$ cat config.mk
export PLATFORM = sky130hd
export DESIGN_NAME = llr_mem_ctrl_flat
export DESIGN_NICKNAME = d
export VERILOG_FILES = /design/src/rtl/llr_pkg.sv /design/src/rtl/llr_mem_ctrl_if.sv /design/src/rtl/llr_mem_ctrl.sv /design/src/flat_wrapper.sv
export SDC_FILE = /design/constraint.sdc
export NUM_CORES = 1
export LEC_CHECK = 0
export ABC_AREA = 1
export CORE_AREA = 2 2 83 69
export DETAILED_ROUTE_END_ITERATION = 6
export DIE_AREA = 0 0 85 71
export PLACE_DENSITY = 0.79
export SETUP_SLACK_MARGIN = 0.15
export SLEW_MARGIN = 20
export SYNTH_ARGS = -nofsm -noshare
export SYNTH_HDL_FRONTEND = slang
export SYNTH_SLANG_ARGS = --single-unit
$ cat constraint.sdc
create_clock -name i_clk -period 1.6 [get_ports i_clk]
set_input_delay 0.32 -clock i_clk [delete_from_list [all_inputs] [get_ports i_clk]]
set_output_delay 0.32 -clock i_clk [all_outputs]
set_load 0.01 [all_outputs]
$ cat src/rtl/llr_pkg.sv
// Shared types and code lookups for the LLR memory sequencer.
package llr_pkg;

    typedef enum logic [2:0] {
        ST_IDLE,
        ST_LOAD,
        ST_SEG,
        ST_ROT,
        ST_DONE
    } state_t;

    localparam logic [1:0] CODE_128  = 2'd0;
    localparam logic [1:0] CODE_256  = 2'd1;
    localparam logic [1:0] CODE_1024 = 2'd2;
    localparam logic [1:0] CODE_ILL  = 2'd3;

    // Index of the final 128-LLR segment for a code.
    function automatic logic [2:0] seg_last(input logic [1:0] code);
        logic [2:0] r;
        r = 3'd7;
        case (code)
            CODE_128: r = 3'd0;
            CODE_256: r = 3'd1;
            default:  r = 3'd7;
        endcase
        return r;
    endfunction

endpackage

$ cat src/rtl/llr_mem_ctrl_if.sv
// Input LLR beat stream: valid/ready handshake with 64b beats.
interface llr_mem_ctrl_if #(
    parameter int DATA_W = 64
);
    logic              in_valid;
    logic [DATA_W-1:0] in_data;
    logic              in_ready;

    modport master (output in_valid, output in_data, input in_ready);
    modport slave  (input in_valid, input in_data, output in_ready);
endinterface

$ cat src/rtl/llr_mem_ctrl.sv
// Load/segment/rotate sequencer for the 1024x7b LLR memory.
// LLR_MEM_CTRL_PERF_EN adds o_cycles, a start-to-done cycle counter.
module llr_mem_ctrl
    import llr_pkg::*;
#(
    parameter int DATA_W  = 64,
    parameter int SEG_LEN = 128,
    parameter int BEAT_W  = 7
) (
    input  logic              i_clk,
    input  logic              i_rst_n,
    input  logic              i_start,
    input  logic [1:0]        i_code,
    llr_mem_ctrl_if.slave     in_if,
    output logic              o_mem_wen,
    output logic [DATA_W-1:0] o_mem_data,
    output logic              o_mem_rotate,
    output logic [1:0]        o_mem_code,
    output logic              o_seg_start,
    output logic [2:0]        o_seg_idx,
    input  logic              i_seg_done,
    output logic              o_done,
`ifdef LLR_MEM_CTRL_PERF_EN
    output logic              o_err,
    output logic [15:0]       o_cycles
`else
    output logic              o_err
`endif
);

    localparam int LLR_PER_BEAT  = DATA_W / 8;
    localparam int BEATS_PER_SEG = SEG_LEN / LLR_PER_BEAT;

    state_t            state;
    state_t            nxt;
    logic [BEAT_W-1:0] beat_cnt;
    logic [BEAT_W-1:0] beat_last;
    logic [2:0]        seg_idx;
    logic [1:0]        code_q;
    logic              seg_start_q;
    logic              err_q;
    logic              idle_like;
    logic              start_ok;
    logic              start_bad;
    logic              fire;
    logic              beat_end;
    logic              seg_end;
    logic              seg_adv;

    assign idle_like = (state == ST_IDLE) || (state == ST_DONE);
    assign start_ok  = idle_like && i_start && (i_code != CODE_ILL);
    assign start_bad = idle_like && i_start && (i_code == CODE_ILL);

    assign in_if.in_ready = (state == ST_LOAD);
    assign fire           = in_if.in_valid && in_if.in_ready;

    // Total beats follow from the segment count of the latched code.
    assign beat_last = BEAT_W'((int'(seg_last(code_q)) + 1) * BEATS_PER_SEG - 1);
    assign beat_end  = fire && (beat_cnt == beat_last);
    assign seg_end   = (seg_idx == seg_last(code_q));
    assign seg_adv   = (state == ST_ROT) && !seg_end;

    always_comb begin
        nxt = state;
        unique case (state)
            ST_IDLE, ST_DONE: if (start_ok) nxt = ST_LOAD;
            ST_LOAD:          if (beat_end) nxt = ST_SEG;
            ST_SEG:           if (i_seg_done) nxt = ST_ROT;
            ST_ROT:           nxt = seg_end ? ST_DONE : ST_SEG;
            default:          nxt = ST_IDLE;
        endcase
    end

    always_ff @(posedge i_clk or negedge i_rst_n) begin
        if (!i_rst_n) state <= ST_IDLE;
        else          state <= nxt;
    end

    always_ff @(posedge i_clk or negedge i_rst_n) begin
        if (!i_rst_n) begin
            beat_cnt    <= '0;
            seg_idx     <= '0;
            code_q      <= '0;
            seg_start_q <= 1'b0;
            err_q       <= 1'b0;
        end else begin
            err_q       <= start_bad;
            seg_start_q <= ((state == ST_LOAD) && beat_end) || seg_adv;
            if (start_ok) begin
                code_q   <= i_code;
                beat_cnt <= '0;
                seg_idx  <= '0;
            end else begin
                if (fire)    beat_cnt <= beat_cnt + 1'b1;
                if (seg_adv) seg_idx  <= seg_idx + 1'b1;
            end
        end
    end

`ifdef LLR_MEM_CTRL_PERF_EN
    logic [15:0] cyc_q;

    always_ff @(posedge i_clk or negedge i_rst_n) begin
        if (!i_rst_n) begin
            cyc_q <= '0;
        end else if (start_ok) begin
            cyc_q <= '0;
        end else if ((state inside {ST_LOAD, ST_SEG, ST_ROT}) && (cyc_q != 16'hFFFF)) begin
            cyc_q <= cyc_q + 16'd1;
        end
    end

    assign o_cycles = cyc_q;
`endif

    assign o_mem_wen    = fire;
    assign o_mem_data   = in_if.in_ready ? in_if.in_data : '0;
    assign o_mem_rotate = (state == ST_ROT);
    assign o_mem_code   = code_q;
    assign o_seg_start  = seg_start_q;
    assign o_seg_idx    = seg_idx;
    assign o_done       = (state == ST_DONE);
    assign o_err        = err_q;

endmodule

$ cat src/flat_wrapper.sv
// flat-port wrapper written by rule: the top's interface ports become plain ports
module llr_mem_ctrl_flat import llr_pkg::*;
#(
    parameter int DATA_W  = 64,
    parameter int SEG_LEN = 128,
    parameter int BEAT_W  = 7
)
  (i_clk, i_rst_n, i_start, i_code, o_mem_wen, o_mem_data, o_mem_rotate, o_mem_code, o_seg_start, o_seg_idx, i_seg_done, o_done, o_err, in_if_in_valid, in_if_in_data, in_if_in_ready);
  llr_mem_ctrl_if #(.DATA_W(DATA_W)) in_if_i ();
  input  logic i_clk;
  input  logic i_rst_n;
  input  logic i_start;
  input  logic [1:0] i_code;
  output logic o_mem_wen;
  output logic [DATA_W-1:0] o_mem_data;
  output logic o_mem_rotate;
  output logic [1:0] o_mem_code;
  output logic o_seg_start;
  output logic [2:0] o_seg_idx;
  input  logic i_seg_done;
  output logic o_done;
  output logic o_err;
  input wire logic [$bits(in_if_i.in_valid)-1:0] in_if_in_valid;
  input wire logic [$bits(in_if_i.in_data)-1:0] in_if_in_data;
  output wire logic [$bits(in_if_i.in_ready)-1:0] in_if_in_ready;
  assign in_if_i.in_valid = in_if_in_valid;
  assign in_if_i.in_data = in_if_in_data;
  assign in_if_in_ready = in_if_i.in_ready;
  llr_mem_ctrl #(.DATA_W(DATA_W), .SEG_LEN(SEG_LEN), .BEAT_W(BEAT_W)) u_core (.i_clk(i_clk), .i_rst_n(i_rst_n), .i_start(i_start), .i_code(i_code), .in_if(in_if_i), .o_mem_wen(o_mem_wen), .o_mem_data(o_mem_data), .o_mem_rotate(o_mem_rotate), .o_mem_code(o_mem_code), .o_seg_start(o_seg_start), .o_seg_idx(o_seg_idx), .i_seg_done(i_seg_done), .o_done(o_done), .o_err(o_err));
endmodule
## Word level (Yosys, flattened, before mapping)

Index checks and enable logic that the tools add are counted.

- Eq/ne operators: 12
- Add/subtract/negate cells: 4
- Reduce and logical (&&, ||, !) cells: 16
- Muxes and demuxes: 11

Operators by type and width:

| cell | count |
|---|---|
| 64-bit 2-to-1 mux | 1 |
| 3-bit 2-to-1 mux | 6 |
| 7-bit 2-to-1 mux | 2 |
| 3-bit one-hot mux with 4 select lines | 1 |
| 7-bit by 1-bit adder with 7-bit output, second input constant | 1 |
| 7-bit == test | 1 |
| 1-bit logical AND | 7 |
| 7-bit by 2-bit subtractor with 7-bit output, second input constant | 1 |
| 3-bit by 1-bit adder with 3-bit output, second input constant | 2 |
| 3-bit by 2-bit == test with 1-bit output, second input constant | 2 |
| 2-bit inequality test, second input constant | 3 |
| 3-bit one-hot mux with 2 select lines | 1 |
| 2-bit nonzero test | 2 |
| 3-bit by 1-bit == test with 1-bit output, second input constant | 1 |
| 3-bit == test | 1 |
| 3-bit == test, second input constant | 1 |
| 3-bit logical NOT | 1 |
| 3-bit AND reduction | 1 |
| 2-bit by 1-bit == test with 1-bit output, second input constant | 1 |
| 2-bit == test, second input constant | 1 |
| 2-bit logical NOT | 1 |
| 1-bit logical OR | 2 |
| 2-bit by 1-bit inequality test with 1-bit output, second input constant | 1 |
| 2-bit OR reduction | 1 |
| 1-bit logical NOT | 1 |

- Input bits: 71
- Output and inout port bits: 75
- Bits in registers: 17
- Word-level logic and storage cells: 49

## Depth between registers and ports, before layout

- Depth after elaboration: 8
- Depth in mapped cells: 10
- Gate-level depth less buffers: 10

## Worst setup path before layout

No wires, ideal clock.

- Path kind: register -> output
- From: register u_core.state[1]
- To: output port o_mem_data[10]
- Cell stages (with the launch flop): 6
- Arrival: 1,175 ps
- Slack: 105 ps
- Buffers on the path: 2
- Data required time: 1,280 ps
- Cell sequence: dfrtp_1 > inv_1 > nand3_1 > buf_4 > buf_6 > nor2_1

- Word-level cells in the longest chain between the ends: 2

Ends and longest elaborated chain:

| element | RTL line | RTL |
|---|---|---|
| start: declaration | llr_mem_ctrl.sv:34 | `state_t state;` |
| start signal: assignment | llr_mem_ctrl.sv:76 | `else state <= nxt;` |
| 3-bit by 1-bit == test with 1-bit output | llr_mem_ctrl.sv:54 | `assign in_if.in_ready = (state == ST_LOAD);` |
| 64-bit 2-to-1 mux | llr_mem_ctrl.sv:117 | `assign o_mem_data = in_if.in_ready ? in_if.in_data : '0;` |
| end: declaration | flat_wrapper.sv:15 | `output logic [DATA_W-1:0] o_mem_data;` |

No other way between the ends.

## Final worst setup path

- From: register u_core.state[1]
- To: output port o_mem_data[7]

The elaborated chain is that of the path after synthesis.

==> qor.csv <==
metric,value,unit
Final Hold Viols,0,
DR vias/cell,4.38,
Clock Tree Buf Depth,2,
"Net Count, Synth",332,
die footprint,6040,um2
Remaining DRCs,0,
post-synthesis async set-or-reset flop share,100,%
Hold Buf Count CTS,0,
syn avg cell area,5.85,um2
sw frac,44.5,%
met3 Resource Use GR,4.20,%
clock slew at reported path FFs,0.07,ns
YS warnings,0,
RSZ-0062 raised after global routing,true,
Fillers,425,
final setup vio count,68,
CTS tree,done,
"EDFF count, synth",0,
Storage cell area,427,um2
Mapped Area,1510,um2
"Seq/Total Area, Yosys",28.1,%
root buffer cell,clkbuf_8,
Final Slew Violations,0,
power per standard cell area,1500,nW/um2
H-tree depth,1,
RD Place Congestion,0.814,
Worst setup EP type,output port,
leading area contributor after synthesis,dfrtp_1,
min-delay worst type,in -> async,
Critical Path RT,1.28,ns
largest fanout on the critical path,5,
Comb pwr share,81.4,%
GR Overflow Total,0,
fin cells,510,
DR pass1 iterations,4,
Leak,2.01,nW
Chip Height,71,um
multi-input logic area,968,um2
largest net degree at the start of global routing,18,
Tot GR Track Use,20.9,%
Cells after DPL,478,
Int Power,0.00294,W
initial antenna violation count,0,
Die X,85,um
status,"finished, violations left",
routed len/inst,14.0,um
failing checks,negative setup slack,
share of the synthesized area in the top cell type,28.1,%
setup_tns,-5.69,ns
clock share of power,6.4,%
Max-cap violations,0,
Clock Latency Late Sink,0.26,ns
utilization after layout,67.1,%
# IOs,146,
post-layout min period,1.78,ns
first-pass GRT wire length,10.1,mm
1st-iter DRT viols,65,
Core ar.,5260,um2
Clock Sinks,17,
Post-Route WL,7.15,mm
largest cells by area after synthesis,"dfrtp_1 28%, nor2_1 20%, inv_1 19%, nand2_1 8.4%, nand3_1 4.6%",
Peak VDD IR,840,uV
Antenna Nets Post-Route,0,
number of global-route vias before repair,1949,
relative slew slack,83.2,%
Synth cell types,25,
DP Area,3110,um2
cell area after layout,3530,um2
Detail Placement HPWL,4.85,mm
Seq cells post-synth,17,
WS Path Type,reg -> out,
Max Clk Rate,561,MHz
Starting Density,28.8,%
std cell rows,24,
Startpoint Class,flip-flop,
worst endpoint data arrival time,1.46,ns
Commonest cells post-synth,"79 x nor2_1, 76 x inv_1, 34 x nand2_1",
Least-Margin Pin Slew,0.251,ns
final worst slack,-0.182,ns
# diodes,0,
Most Crowded Layer GR,met2,
most common cell in the netlist,nor2_1,
Sequential Power Share,12.2,%
Most used DFF post-synth,dfrtp_1,
port bufs,145,
post-layout power,0.00529,W
crit share post-route,111,%
R2R Path Start,u_core.state[1]$_DFFE_PN0P_,
met1 Usage GRT,27.1,%
area delta synth->final,133,%
Final nets,519,
reg2reg setup slack,-0.01,ns
NetSw,0.00235,W
Mapped Cells,259,
fraction of layout cells with a size suffix above 1,40.7,%
clk_skew,0.00581,ns
met2 Usage GRT,35.7,%
TritonCTS Buffers,3,
CP Launch Point,u_core.state[1]$_DFFE_PN0P_,
Vias,2236,
[per-layer routing]
layer,share of wire (%),up-vias
met2,51,88
met5,0,-
li1,-,1120
met1,40,1015
met3,6.6,13
met4,1.9,0
[cell usage in the layout, fill, tap and decap left out, types with 4 or more instances in the layout]
master / instances
clkdlybuf4s50_1: 70
buf_4: 24
nand3_2: 6
dfrtp_1: 16
buf_2: 54
inv_2: 4
nor2_4: 14
nor2_2: 19
dlygate4sd2_1: 6
nand3_1: 7
o21ai_0: 4
inv_1: 73
buf_6: 28
nand2_1: 28
nand2_2: 5
nor2_1: 47
[layout make-up]
class                   count  share of cell area [%]
well taps                  65                    2.31
inverters                  78                    8.37
flip-flops and latches     17                    12.1
repair buffers            190                    48.4
multi-input cells         156                    27.5
clock inverters             1                   0.213
clock buffers               3                    1.17
[worst max-delay path, cell delays in order (launching register included)]
cell	delay (ns)
dfrtp_1	0.40
inv_2	0.09
nand3_4	0.10
buf_6	0.14
buf_6	0.12
clkbuf_16	0.16
nor2_4	0.09
buf_6	0.11
[worst paths after layout]
path                                                         end  cells past startpoint
worst max-delay path                               o_mem_data[7]                      7
worst min-delay path              u_core.beat_cnt[1]$_DFFE_PN0P_                      2
worst max register to register       u_core.state[2]$_DFFE_PN0P_                     10
worst min register to register    u_core.beat_cnt[1]$_DFFE_PN0P_                      2
max in group asynchronous       u_core.o_mem_code[1]$_DFFE_PN0N_                      2
min in group i_clk                u_core.beat_cnt[1]$_DFFE_PN0P_                      2
[kinds of logic after synthesis]
group / synth area share, %
adders and majority gates: 1.65
DFF: 28.1
xor gates and xnor gates: 0.579
and+or+nand+nor: 40.1
buffers and inverters: 24.6
AOI/OAI and AO/OA: 4.96
[timing repair]
item,CTS,global route
buffers inserted,18,4
endpoints found under the hold margin,0,0
gates resized for setup,293,96
gates cloned,4,2
setup endpoints to repair,76,85
pin swaps,2,10
[state kept, by name, indices dropped and copies added (netlist names)]
| register | cells |
|---|---|
| u_core.state | 3 |
| u_core.o_seg_start | 1 |
| u_core.o_seg_idx | 3 |
| u_core.beat_cnt | 7 |
| u_core.o_mem_code | 2 |
| u_core.o_err | 1 |
[stage by stage]
step / hold slack [ns] / setup WS, ns
after floorplan: 0.0244 / 0.172
after global routing: 0.412 / -0.239
after detailed placement: 0.546 / -0.250
final: 0.375 / -0.182
after global placement: 0.535 / -0.262
after CTS: 0.385 / -0.169
[power by group through the flow]
stage / combinational, W / clock, W / sequential, W
3_3_place_gp: 0.00320 / 0 / 0.000685
2_1_floorplan: 0.00149 / 0 / 0.000717
5_1_grt: 0.00461 / 0.000357 / 0.000658
6_report: 0.00430 / 0.000338 / 0.000646
4_1_cts: 0.00362 / 0.000342 / 0.000631
3_5_place_dp: 0.00323 / 0 / 0.000693
(Power assumes the default switching activity.)
